### src/rtl/down_counter_pkg.sv
// Shared definitions for the down_counter_tick block set.
//   state_t          : controller states (IDLE, RUN, EXPIRED)
//   DEFAULT_PRESCALE : clk cycles per tick for board builds
package down_counter_pkg;

    typedef enum logic [1:0] {
        IDLE    = 2'd0,
        RUN     = 2'd1,
        EXPIRED = 2'd2
    } state_t;

    localparam int DEFAULT_PRESCALE = 67108864;

endpackage

### src/rtl/tick_prescaler.sv
// Clock-enable prescaler: emits a one-cycle registered tick every PRESCALE
// enabled cycles. Intended for reuse by any counter in the block set.
// Ports:
//   clk    in  system clock
//   rst    in  synchronous, active-low reset
//   clear  in  zero the count and suppress tick (takes priority over enable)
//   enable in  advance the count; when low the count is frozen
//   tick   out one-cycle pulse, registered
module tick_prescaler #(
    parameter int PRESCALE = 4
) (
    input  logic clk,
    input  logic rst,
    input  logic clear,
    input  logic enable,
    output logic tick
);

    localparam int CW = (PRESCALE > 2) ? $clog2(PRESCALE) : 1;
    localparam logic [CW-1:0] LAST = CW'(PRESCALE - 1);

    logic [CW-1:0] cnt;

    always_ff @(posedge clk) begin
        if (!rst) begin
            cnt  <= '0;
            tick <= 1'b0;
        end else if (clear) begin
            cnt  <= '0;
            tick <= 1'b0;
        end else if (enable) begin
            if (cnt == LAST) begin
                cnt  <= '0;
                tick <= 1'b1;
            end else begin
                cnt  <= cnt + 1'b1;
                tick <= 1'b0;
            end
        end else begin
            tick <= 1'b0;
        end
    end

endmodule

### src/rtl/down_counter_tick.sv
// Loadable down counter stepped by a prescaled clock-enable tick. Counts from
// the loaded value to 0, pulses done on reaching 0, then parks in EXPIRED.
// Optional build macro DOWN_COUNTER_AUTO_RELOAD_EN: a tick at q==0 reloads the
// last loaded value and the counter keeps running instead of expiring.
// Ports:
//   clk      in  system clock
//   rst      in  synchronous, active-low reset
//   start    in  load load_val and begin counting (any state)
//   pause    in  freeze count and prescaler while in RUN
//   load_val in  start value, captured on start
//   q        out current count, registered
//   tick     out one-cycle prescaler pulse, registered
//   busy     out high in RUN
//   done     out one-cycle pulse in the first cycle q shows 0
//   expired  out high in EXPIRED
module down_counter_tick
    import down_counter_pkg::*;
#(
    parameter int WIDTH    = 4,
    parameter int PRESCALE = DEFAULT_PRESCALE
) (
    input  logic             clk,
    input  logic             rst,
    input  logic             start,
    input  logic             pause,
    input  logic [WIDTH-1:0] load_val,
    output logic [WIDTH-1:0] q,
    output logic             tick,
    output logic             busy,
    output logic             done,
    output logic             expired
);

    state_t           state, state_nxt;
    logic [WIDTH-1:0] q_nxt;
    logic             done_nxt;
`ifdef DOWN_COUNTER_AUTO_RELOAD_EN
    logic [WIDTH-1:0] reload_val, reload_nxt;
`endif

    tick_prescaler #(.PRESCALE(PRESCALE)) u_prescaler (
        .clk    (clk),
        .rst    (rst),
        .clear  (start),
        .enable ((state == RUN) && !pause),
        .tick   (tick)
    );

    always_ff @(posedge clk) begin
        if (!rst) begin
            state <= IDLE;
            q     <= '0;
            done  <= 1'b0;
        end else begin
            state <= state_nxt;
            q     <= q_nxt;
            done  <= done_nxt;
        end
    end

`ifdef DOWN_COUNTER_AUTO_RELOAD_EN
    always_ff @(posedge clk) begin
        if (!rst) reload_val <= '0;
        else      reload_val <= reload_nxt;
    end
`endif

    // A tick issued just before pause rises is still consumed; pause only
    // stops new ticks from being generated.
    always_comb begin
        state_nxt = state;
        q_nxt     = q;
        done_nxt  = 1'b0;
`ifdef DOWN_COUNTER_AUTO_RELOAD_EN
        reload_nxt = reload_val;
        if (start) begin
            q_nxt      = load_val;
            reload_nxt = load_val;
            state_nxt  = RUN;
        end else if ((state == RUN) && tick) begin
            if (q > WIDTH'(1)) begin
                q_nxt = q - 1'b1;
            end else if (q == WIDTH'(1)) begin
                q_nxt    = '0;
                done_nxt = 1'b1;
            end else begin
                // With a zero reload value every tick lands on 0 again.
                q_nxt    = reload_val;
                done_nxt = (reload_val == '0);
            end
        end
`else
        if (start) begin
            q_nxt = load_val;
            if (load_val == '0) begin
                state_nxt = EXPIRED;
                done_nxt  = 1'b1;
            end else begin
                state_nxt = RUN;
            end
        end else if ((state == RUN) && tick) begin
            if (q > WIDTH'(1)) begin
                q_nxt = q - 1'b1;
            end else if (q == WIDTH'(1)) begin
                q_nxt     = '0;
                done_nxt  = 1'b1;
                state_nxt = EXPIRED;
            end
        end
`endif
    end

    assign busy    = (state == RUN);
    assign expired = (state == EXPIRED);

endmodule

### config.mk
export PLATFORM = sky130hd
export DESIGN_NAME = down_counter_tick
export DESIGN_NICKNAME = d
export VERILOG_FILES = /design/src/rtl/down_counter_pkg.sv /design/src/rtl/tick_prescaler.sv /design/src/rtl/down_counter_tick.sv
export SDC_FILE = /design/constraint.sdc
export NUM_CORES = 1
export LEC_CHECK = 0
export CAP_MARGIN = 0
export CORE_ASPECT_RATIO = 1.75
export CORE_MARGIN = 5
export CORE_UTILIZATION = 45
export DETAILED_ROUTE_END_ITERATION = 10
export PLACE_DENSITY = 0.61
export SLEW_MARGIN = 0
export SYNTH_ARGS = -nofsm -noshare
export SYNTH_HDL_FRONTEND = slang
export SYNTH_SLANG_ARGS = --single-unit
### constraint.sdc
create_clock -name clk -period 2.18 [get_ports clk]
set_clock_uncertainty 0.15 [all_clocks]
set_input_delay 0.436 -clock clk [delete_from_list [all_inputs] [get_ports clk]]
set_output_delay 0.436 -clock clk [all_outputs]
set_load 0.02 [all_outputs]
After elaboration in Yosys (flattened, before gate mapping)
Index checks and enable logic that the tools add are counted.
{"block": "word_totals", "register_bits": 34, "inputBits": 8}
{"block": "classes", "n_bitwise": 2, "add_sub_neg": 2, "magnitude_cmp": 1, "reduce_logical": 11, "eq_ne": 5, "muxes": 16}
{"operator": "$add A26 B1 Y26 const B", "n": 1}
{"operator": "$eq A26 B26 Y1 const B", "n": 1}
{"operator": "$mux W26", "n": 1}
{"operator": "$mux W4", "n": 4}
{"operator": "$mux W2", "n": 5}
{"operator": "$mux W1", "n": 6}
{"operator": "$eq A4 B1 Y1 const B", "n": 1}
{"operator": "$gt A4 B1 Y1 const B", "n": 1}
{"operator": "$logic_not A4 Y1", "n": 1}
{"operator": "$reduce_bool A2 Y1", "n": 2}
{"operator": "$sub A4 B1 Y4 const B", "n": 1}
{"operator": "$reduce_and A3 Y1", "n": 1}
{"operator": "$reduce_bool A3 Y1", "n": 1}
{"operator": "$reduce_or A3 Y1", "n": 1}
{"operator": "$eq A2 B1 Y1 const B", "n": 1}
{"operator": "$eq A2 B2 Y1 const B", "n": 1}
{"operator": "$logic_and A1 B1 Y1", "n": 2}
{"operator": "$ne A2 B2 Y1 const B", "n": 1}
{"operator": "$not A1 Y1", "n": 2}
{"operator": "$reduce_and A2 Y1", "n": 1}
{"operator": "$reduce_or A2 Y1", "n": 1}
{"operator": "$logic_not A1 Y1", "n": 1}

Depth between registers and ports, before layout
Gate-level depths: netlist of the first run.
{"block": "depth", "depth_word": 5, "ltp_mapped": 6}

Hierarchy
Synthesis of the first run repeated with hierarchy kept, for this count alone.
{"block": "unflattened", "cells_unflattened": 201, "hier_area_um2": 1761.7}
{"module": "tick_prescaler", "cells_per_inst": 152, "instances": 1, "area_per_inst_um2": 1330.0}
{"module": "down_counter_tick", "cells_per_inst": 49, "instances": 1, "area_per_inst_um2": 431.7}

Worst setup path after synthesis of the first run
Ideal clock, no wire load.
{"block": "synth_timing", "path_type": "register to register", "startpoint": "register q[1]", "endpoint": "register q[0]", "period_less_slack_ns": 2.191, "required_ns": 1.944, "stages_incl_launch_ff": 7, "arrival_ns": 1.955, "setup_ns": 0.086, "setup_slack_ns": -0.011, "cell_sequence": "dfxtp_1 inv_1 ha_1 or4b_2 a31oi_1 a221oi_1 a211oi_1"}
{"block": "synth_between", "elab_chain_len": 4, "elab_cells_between_ends": 7, "classes_between": "1 x order compare; 1 x eq/ne; 3 x mux; 2 x reduce/logical"}
{"item": "from (decl)", "line_no": "down_counter_tick.sv:27", "rtl": "output logic [WIDTH-1:0] q,"}
{"item": "from (signal assigned)", "line_no": "down_counter_tick.sv:56", "rtl": "q <= q_nxt;"}
{"item": "$gt A4 B1 Y1", "line_no": "down_counter_tick.sv:102", "rtl": "if (q > WIDTH'(1)) begin"}
{"item": "$mux W4", "line_no": "down_counter_tick.sv:102"}
{"item": "$mux W4", "line_no": "down_counter_tick.sv:101", "rtl": "end else if ((state == RUN) && tick) begin"}
{"item": "$mux W4", "line_no": "down_counter_tick.sv:93", "rtl": "if (start) begin"}
Parallel ways exist; a longest one is shown, timed or not. The select of a mux whose other input is x is not followed.
A chain may end at the register's enable or synchronous reset.

Worst setup path after layout of the first run
{"block": "layout_timing", "startpoint": "input port pause", "endpoint": "register u_prescaler.cnt[19]"}
{"block": "layout_between", "elab_chain_len": 2}
{"item": "from (decl)", "line_no": "down_counter_tick.sv:25", "rtl": "input logic pause,"}
{"item": "$logic_not A1 Y1", "line_no": "down_counter_tick.sv:45", "rtl": ".enable ((state == RUN) && !pause),"}
{"item": "$logic_and A1 B1 Y1", "line_no": "down_counter_tick.sv:45"}
{"item": "to (signal assigned)", "line_no": "tick_prescaler.sv:36", "rtl": "cnt <= cnt + 1'b1;"}
{"item": "to (decl)", "line_no": "tick_prescaler.sv:22", "rtl": "logic [CW-1:0] cnt;"}
Every way passes these cells.

==> impl_results.md, run 1 <==
- Clk sinks: 34
- Layout Area Growth over Synthesis: 27.9%
- DP Area: 0.00212 mm2
- ANT nets after route: 0
- Diodes inserted: 0
- Die ar.: 0.00534 mm2
- Effective utilization at floorplan: 46.2%
- Synth cell count leaders: dfxtp_1 (34), nor2_1 (21), a21oi_1 (11), nand2_1 (10), nand4_1 (10)
- Number of buffers created by CTS: 5
- Most common cell in the netlist: dfxtp_1
- IO Port Bufs: 15
- Global-route wire length before repair: 7430 um
- Seq/Total Area, Yosys: 38.4%
- Crit. Startpoint: pause
- DRT Wirelength: 4320 um
- Worst r2r dst: u_prescaler.cnt[19]
- Total chip power: 1.34 mW
- Mean Syn Cell Area: 8.85 um2
- Count of final setup violators: 0
- P_leak: 0.772 nW
- Final Worst Setup Slack: 81.9 ps
- CTS root buf: clkbuf_8
- CP Buf/Inv Count: 1
- Final hold vios: 0
- Max stage delay on crit path: 520 ps
- Critical-path maximum fanout: 7
- Setup slack at placement: -223 ps
- Initial antenna violation count: 0
- Worst r2r path cells: 4
- Worst-Skew Late Latency: 280 ps
- Worst-path clk slew: 70 ps
- RR Startpoint: state[0]
- Total grt overflow: 0
- Syn Nets: 211
- Slew HR: 72.7%
- Arr. time, crit path: 2170 ps
- CP delay by family, top: simple AND/OR/NAND/NOR gates
- Pin count of the biggest net entering global routing: 19
- Final Instance Area: 0.00226 mm2
- Nets@finish: 249
- Area of the multi-input gates: 0.00107 mm2
- Power density over the cells: 590 mW/mm2
- Share of cells above drive strength 1: 18.8%
- Max H-tree Level: 2
- Worst-Margin Slew: 404 ps
- Core area: 0.00383 mm2
- Final Slew Violations: 0
- Worst-case clock buffer depth: 2
- WL per Instance: 15.0 um
- CP Capture Type: register
- Die Y: 93.0 um
- Synth top area share: 38.4%
- Via-to-Cell Ratio: 5.83
- Post-Syn Instances: 200
- Dominant cell type by area after synthesis: dfxtp_1
- Via count: 1673
- Synth cell types: 49
- Hold Path Cell Cnt: 2
- Hpwl dp: 3310 um
- DR DRC count: 0
- Fill cells: 371
- Crit-path slowest cell: or4_4
- Ys Warns: 0
- Ys async rst share: 0%
- Top post-synthesis cells by area: dfxtp_1 (38%), nor2_1 (4.5%), xnor2_1 (4.0%), nand4_1 (3.5%), a21oi_1 (3.1%)
- Fin crit period: 2100 ps
- Routability cong.: 0.891
- FF+latch count, synth: 34
- Vias in the first global route: 1673
- Io pins: 16
- Worst Setup Path Type: primary input to register
- Worst Path Required: 2250 ps
- Synthesized area: 0.00177 mm2
- Row cnt: 30
- Pre-Repair DR Iteration Count: 4
- Min-Delay Endpoint: u_prescaler.cnt[17]
- RSZ-0062 raised after global routing: false
- Min-delay src: u_prescaler.cnt[17]
- Main synth FF type: dfxtp_1
- Max IR drop VDD: 0.000464 V
- Worst hold-check path type: register to register
- FMAX: 477 MHz
- Initial DRC Count: 55
- Total GRT Usage: 17.6%
- Max-cap violations: 0
- Reg2reg setup slack: 200 ps
- TritonCTS clock tree: built
- Status: completed
- Die W: 57.4 um
- Crit-path cells: clkdlybuf4s50_1 -> nand4b_1 -> or3_1 -> or4_4 -> a21oi_2
- FF/Latch Area: 683 um2
- Fin crit share: 96.2%
- Worst Setup Start Kind: primary input
- # hold bufs at CTS: 0
- Post-synth EDFFs: 0
==> power by group <==
part / internal (mW) / total [mW] / switching, mW
registers: 0.631 / 0.642 / 0.0109
logic: 0.0702 / 0.138 / 0.0673
clock network: 0.342 / 0.557 / 0.215
total: 1.04 / 1.34 / 0.293
==> sequential cells by signal, summed over array words and instances (netlist names) <==
signal and flops:
u_prescaler.cnt 26, u_prescaler.tick 1, q 4, done 1
state 2
==> logic make-up after synthesis <==
logic type      share of synthesized area [%]
compound gates                           15.3
xor+xnor                                 6.93
fa+ha+maj                                2.12
buf+inv                                  3.18
flops                                    38.4
mux                                      1.77
simple gates                             32.2
==> placed cells by master (no fill, tap or decap), types with 3 or more instances in the layout <==
cell type,Yosys,routed
xor2_1,6,6
inv_1,6,5
nor2_1,21,21
nand2_1,10,10
xnor2_1,8,8
nand3_1,9,9
and4_1,4,4
o31ai_1,4,4
a21oi_1,11,10
nand4_1,10,10
or4_1,6,6
nor3_1,4,4
buf_4,1,21
dfxtp_1,34,32
clkdlybuf4s50_1,0,14
o21ai_0,6,6
clkbuf_8,0,5
a211oi_1,4,4
o211ai_1,3,3
nor4_1,4,4
or3_1,7,6
==> repair_timing <==
| item | CTS | global route |
|---|---|---|
| pin swaps | 1 | 5 |
| resized for setup | 2 | 8 |
| setup buffers | 0 | 1 |
| setup endpoints to repair | 4 | 5 |
==> worst max-delay path by stage <==
stage	to	cells past startpoint	slack (ps)
global route	u_prescaler.cnt[16]	7	9
detailed placement	u_prescaler.cnt[19]	5	-220
CTS	q[1]	6	40
global placement	u_prescaler.cnt[19]	5	-160
floorplan	q[0]	6	30
finish	u_prescaler.cnt[19]	5	80
==> worst register-to-register path, delay by kind of cell (launching register included) <==
kind	cells	cell delay [ps]
simple gates	3	1180
flops	1	460
compound gates	1	130
==> final cells by class <==
class	instances	share of cell area, %
clock buffer	7	3.37
clock inverter	1	1.33
inverter	6	0.994
multi-input combinational	154	47.1
sequential	34	30.2
tap	48	2.65
timing repair buffer	37	14.4
==> routing by layer <==
layer	share of wire (%)	routed length, um	vias up	track usage (%)
met5	0	0	-	0
met4	3.2	139	0	9.67
met3	2.6	114	12	3.59
met2	55	2390	31	31.6
met1	39	1680	800	18.3
li1	-	-	830	-
==> through the flow <==
stage               utilization, %  instances  TNS (ps)  hold slack, ps
floorplan                        -        200         0             311
global placement              55.5        278      -967             328
detailed placement            55.5        278     -1560             342
CTS                           58.4        286         0             353
global route                  59.2        287         0             366
finish                        59.2        287         0             349
(Power assumes the default switching activity.)
==> run 2: changes to the inputs <==
- ABC_AREA: default -> 1
==> run 2 against run 1 <==
  * Non-clock buffer count decreased by 18
  * Via count increased by 1.1%
  * Synthesized cell count increased by 30%
  * Clock power decreased by 21%
  * First-iteration DRC count increased by 31%
  * Cell count increased by 15%
  * Critical path depth decreased by 2
  * Final area decreased by 6.1%
  * Global-route usage increased by 0.36 points
==> impl_results.md, run 2 <==
- Status: completed
- Worst-case clock buffer depth: 2
- Commonest cells after routing, fill and taps aside: nand2_1 (59), nor2_1 (47), dfxtp_1 (34)
- Critical-path maximum fanout: 3
- Layout Area Growth over Synthesis: 16.4%
- Post-synth EDFFs: 0
- Cell-internal power: 0.904 mW
- Die ar.: 0.00548 mm2
- DR DRC count: 0
- WL per Instance: 13.4 um
- Core area: 0.00390 mm2
- Die Y: 94.3 um
- Seq/Total Area, Yosys: 37.3%
- Via-to-Cell Ratio: 5.11
- Hpwl dp: 3520 um
- Die W: 58.2 um
- Syn Nets: 270
- FF+latch count, synth: 34
- Top post-synthesis cells by area: dfxtp_1 (37%), nand2_1 (12%), nor2_1 (9.7%), inv_1 (5.8%), nand3_1 (3.8%)
- Synth cell count leaders: nand2_1 (59), nor2_1 (47), dfxtp_1 (34), inv_1 (28), nand3_1 (14)
- Hold WS: 367 ps
- IO Port Bufs: 15
- Effective utilization at floorplan: 46.8%
- Net Switching: 0.313 mW
- Sequential share of power: 52.7%
- RSZ-0062 raised after global routing: false
- Fill cells: 423
- Ys async rst share: 0%
- Final Instance Area: 0.00213 mm2
- Slew HR: 77.0%
- Most common cell in the netlist: nand2_1
- # hold bufs at CTS: 0
- CP Buf/Inv Count: 2
- Compound-Gate Fraction of Synth Area: 6.10%
- Dpl cells: 324
- Total GRT Usage: 17.9%
- TritonCTS clock tree: built
- Simple-Gate Fraction of Synth Area: 39.0%
- Worst hold-check path type: register to register
- Count of final setup violators: 0
- Post-Syn Instances: 259
- Setup TNS: 0 ps
- Max H-tree Level: 2
- Dominant cell type by area after synthesis: dfxtp_1
- Max reg flops: 26
- Routed wl met2: 2510 um
- Non-filler cells, final: 331
- Biggest register: u_prescaler.cnt
- Max IR drop VDD: 0.000426 V
- Mean Syn Cell Area: 7.05 um2
- Final Slew Violations: 0
- Global-route wire length before repair: 7320 um
- Worst Setup Path Type: register to output pin
- Worst-Skew Late Latency: 290 ps
- Highest metal used: met4
- Finished Core Util: 54.5%
- CP delay by family, top: buffers and inverters
- Synth cell types: 26
- Final hold vios: 0
- Worst-Margin Slew: 343 ps
- Final Worst Setup Slack: 210 ps
- Initial antenna violation count: 0
- Arr. time, crit path: 1380 ps
- Worst Setup Start Kind: register
- Worst Path Required: 1590 ps
- Setup slack at placement: 150 ps
- Met3 wire length: 156 um
- Worst-path clk slew: 70 ps
- P_leak: 0.825 nW
- Clk pwr share: 36.1%
- Sw Share: 25.7%
- Post-Synth Adder-Cell Area: 2.05%
- Max stage delay on crit path: 610 ps
- Reg2reg setup slack: 470 ps
- Total chip power: 1.22 mW
- Share of total power in combinational logic: 11.2%
- Worst r2r path cells: 8
- Mux contribution to synthesized area: 0.548%
- Cell depth of the worst setup path: 3
- Number of buffers created by CTS: 5
- Synthesized area: 0.00183 mm2
- WL met1: 1520 um
- Initial DRC Count: 72
- Crit-path slowest cell: clkdlybuf4s50_1
- Hold Path Cell Cnt: 2
- Largest regs: u_prescaler.cnt (26), q (4), state (2)
- Max-cap violations: 0
- Routability cong.: 0.893
- Crit-path cells: inv_1 -> nor2_1 -> clkdlybuf4s50_1
- Main synth FF type: dfxtp_1
- FMAX: 508 MHz
- DP Area: 0.00204 mm2
- DRT Wirelength: 4430 um
- Io pins: 16
- Via count: 1691
- Vias in the first global route: 1644
- Nets@finish: 294
- Diodes inserted: 0
- Row cnt: 30
- Fin crit period: 1970 ps
- Pre-Repair DR Iteration Count: 4
- Clk sinks: 34
- Synth top area share: 37.3%
- Power density over the cells: 573 mW/mm2
- Total grt overflow: 0
- CTS root buf: clkbuf_8
- Post CTS Setup Buffer Count: 0
- Xor and xnor area share after synthesis: 7.19%
- Fin crit share: 90.4%
- ANT nets after route: 0
- Ys Warns: 0
- Main combinational cell family by area after synthesis: simple AND/OR/NAND/NOR gates
- Most common cell after layout, fill and taps aside: nand2_1
- Pin count of the biggest net entering global routing: 13
- Share of cells above drive strength 1: 11.3%
- CP Capture Type: output pin
==> run 2: repair_timing <==
item                                    4_1_cts  5_1_grt
endpoints found under the hold margin         0        0
endpoints found under the setup margin        0        1
gates resized for setup                       0        1
==> run 2: logic make-up (layout without fill, tap and decap cells) <==
logic type | count (synthesis) | count (layout)
DFF | 34 | 34
adders and majority gates | 3 | 3
AOI/OAI and AO/OA | 21 | 21
and+or+nand+nor | 152 | 152
muxes | 1 | 1
buffers and inverters | 33 | 57
xor gates and xnor gates | 15 | 15
==> run 2: path summary, 6_finish.rpt <==
| check | start | endpoint |
|---|---|---|
| setup / recovery | state[1] | expired |
| hold / removal | u_prescaler.cnt[8] | u_prescaler.cnt[8] |
| hold reg to reg | u_prescaler.cnt[8] | u_prescaler.cnt[8] |
| setup reg to reg | u_prescaler.cnt[0] | u_prescaler.cnt[11] |
==> run 2: final cells by class <==
class	count	area [um2]	share of cell area (%)
tap	48	60.1	2.83
sequential	34	681	32.0
clock buffer	5	68.8	3.24
clock inverter	2	10.0	0.471
timing repair buffer	19	183	8.59
inverter	31	121	5.71
multi-input combinational	192	1000	47.1
==> run 2: tightest hold or removal path: cells and delay by family (launching register included) <==
kind / cells / cell delay (ps)
DFF: 1 / 340
buffers and inverters: 1 / 80
AOI/OAI and AO/OA: 1 / 60
==> run 2: metal layers <==
| layer | vias to the layer above | global-route usage (%) |
|---|---|---|
| met5 | - | 0 |
| met4 | 0 | 12.4 |
| met3 | 17 | 3.44 |
| met2 | 40 | 35.1 |
| met1 | 770 | 15.2 |
| li1 | 864 | - |
==> run 2: power by group through the flow <==
stage / sequential, mW / clock [mW] / combinational [mW]
floorplan: 0.662 / 0 / 0.0750
detailed placement: 0.656 / 0 / 0.138
CTS: 0.641 / 0.456 / 0.139
global placement: 0.656 / 0 / 0.137
global route: 0.643 / 0.482 / 0.150
finish: 0.642 / 0.439 / 0.136
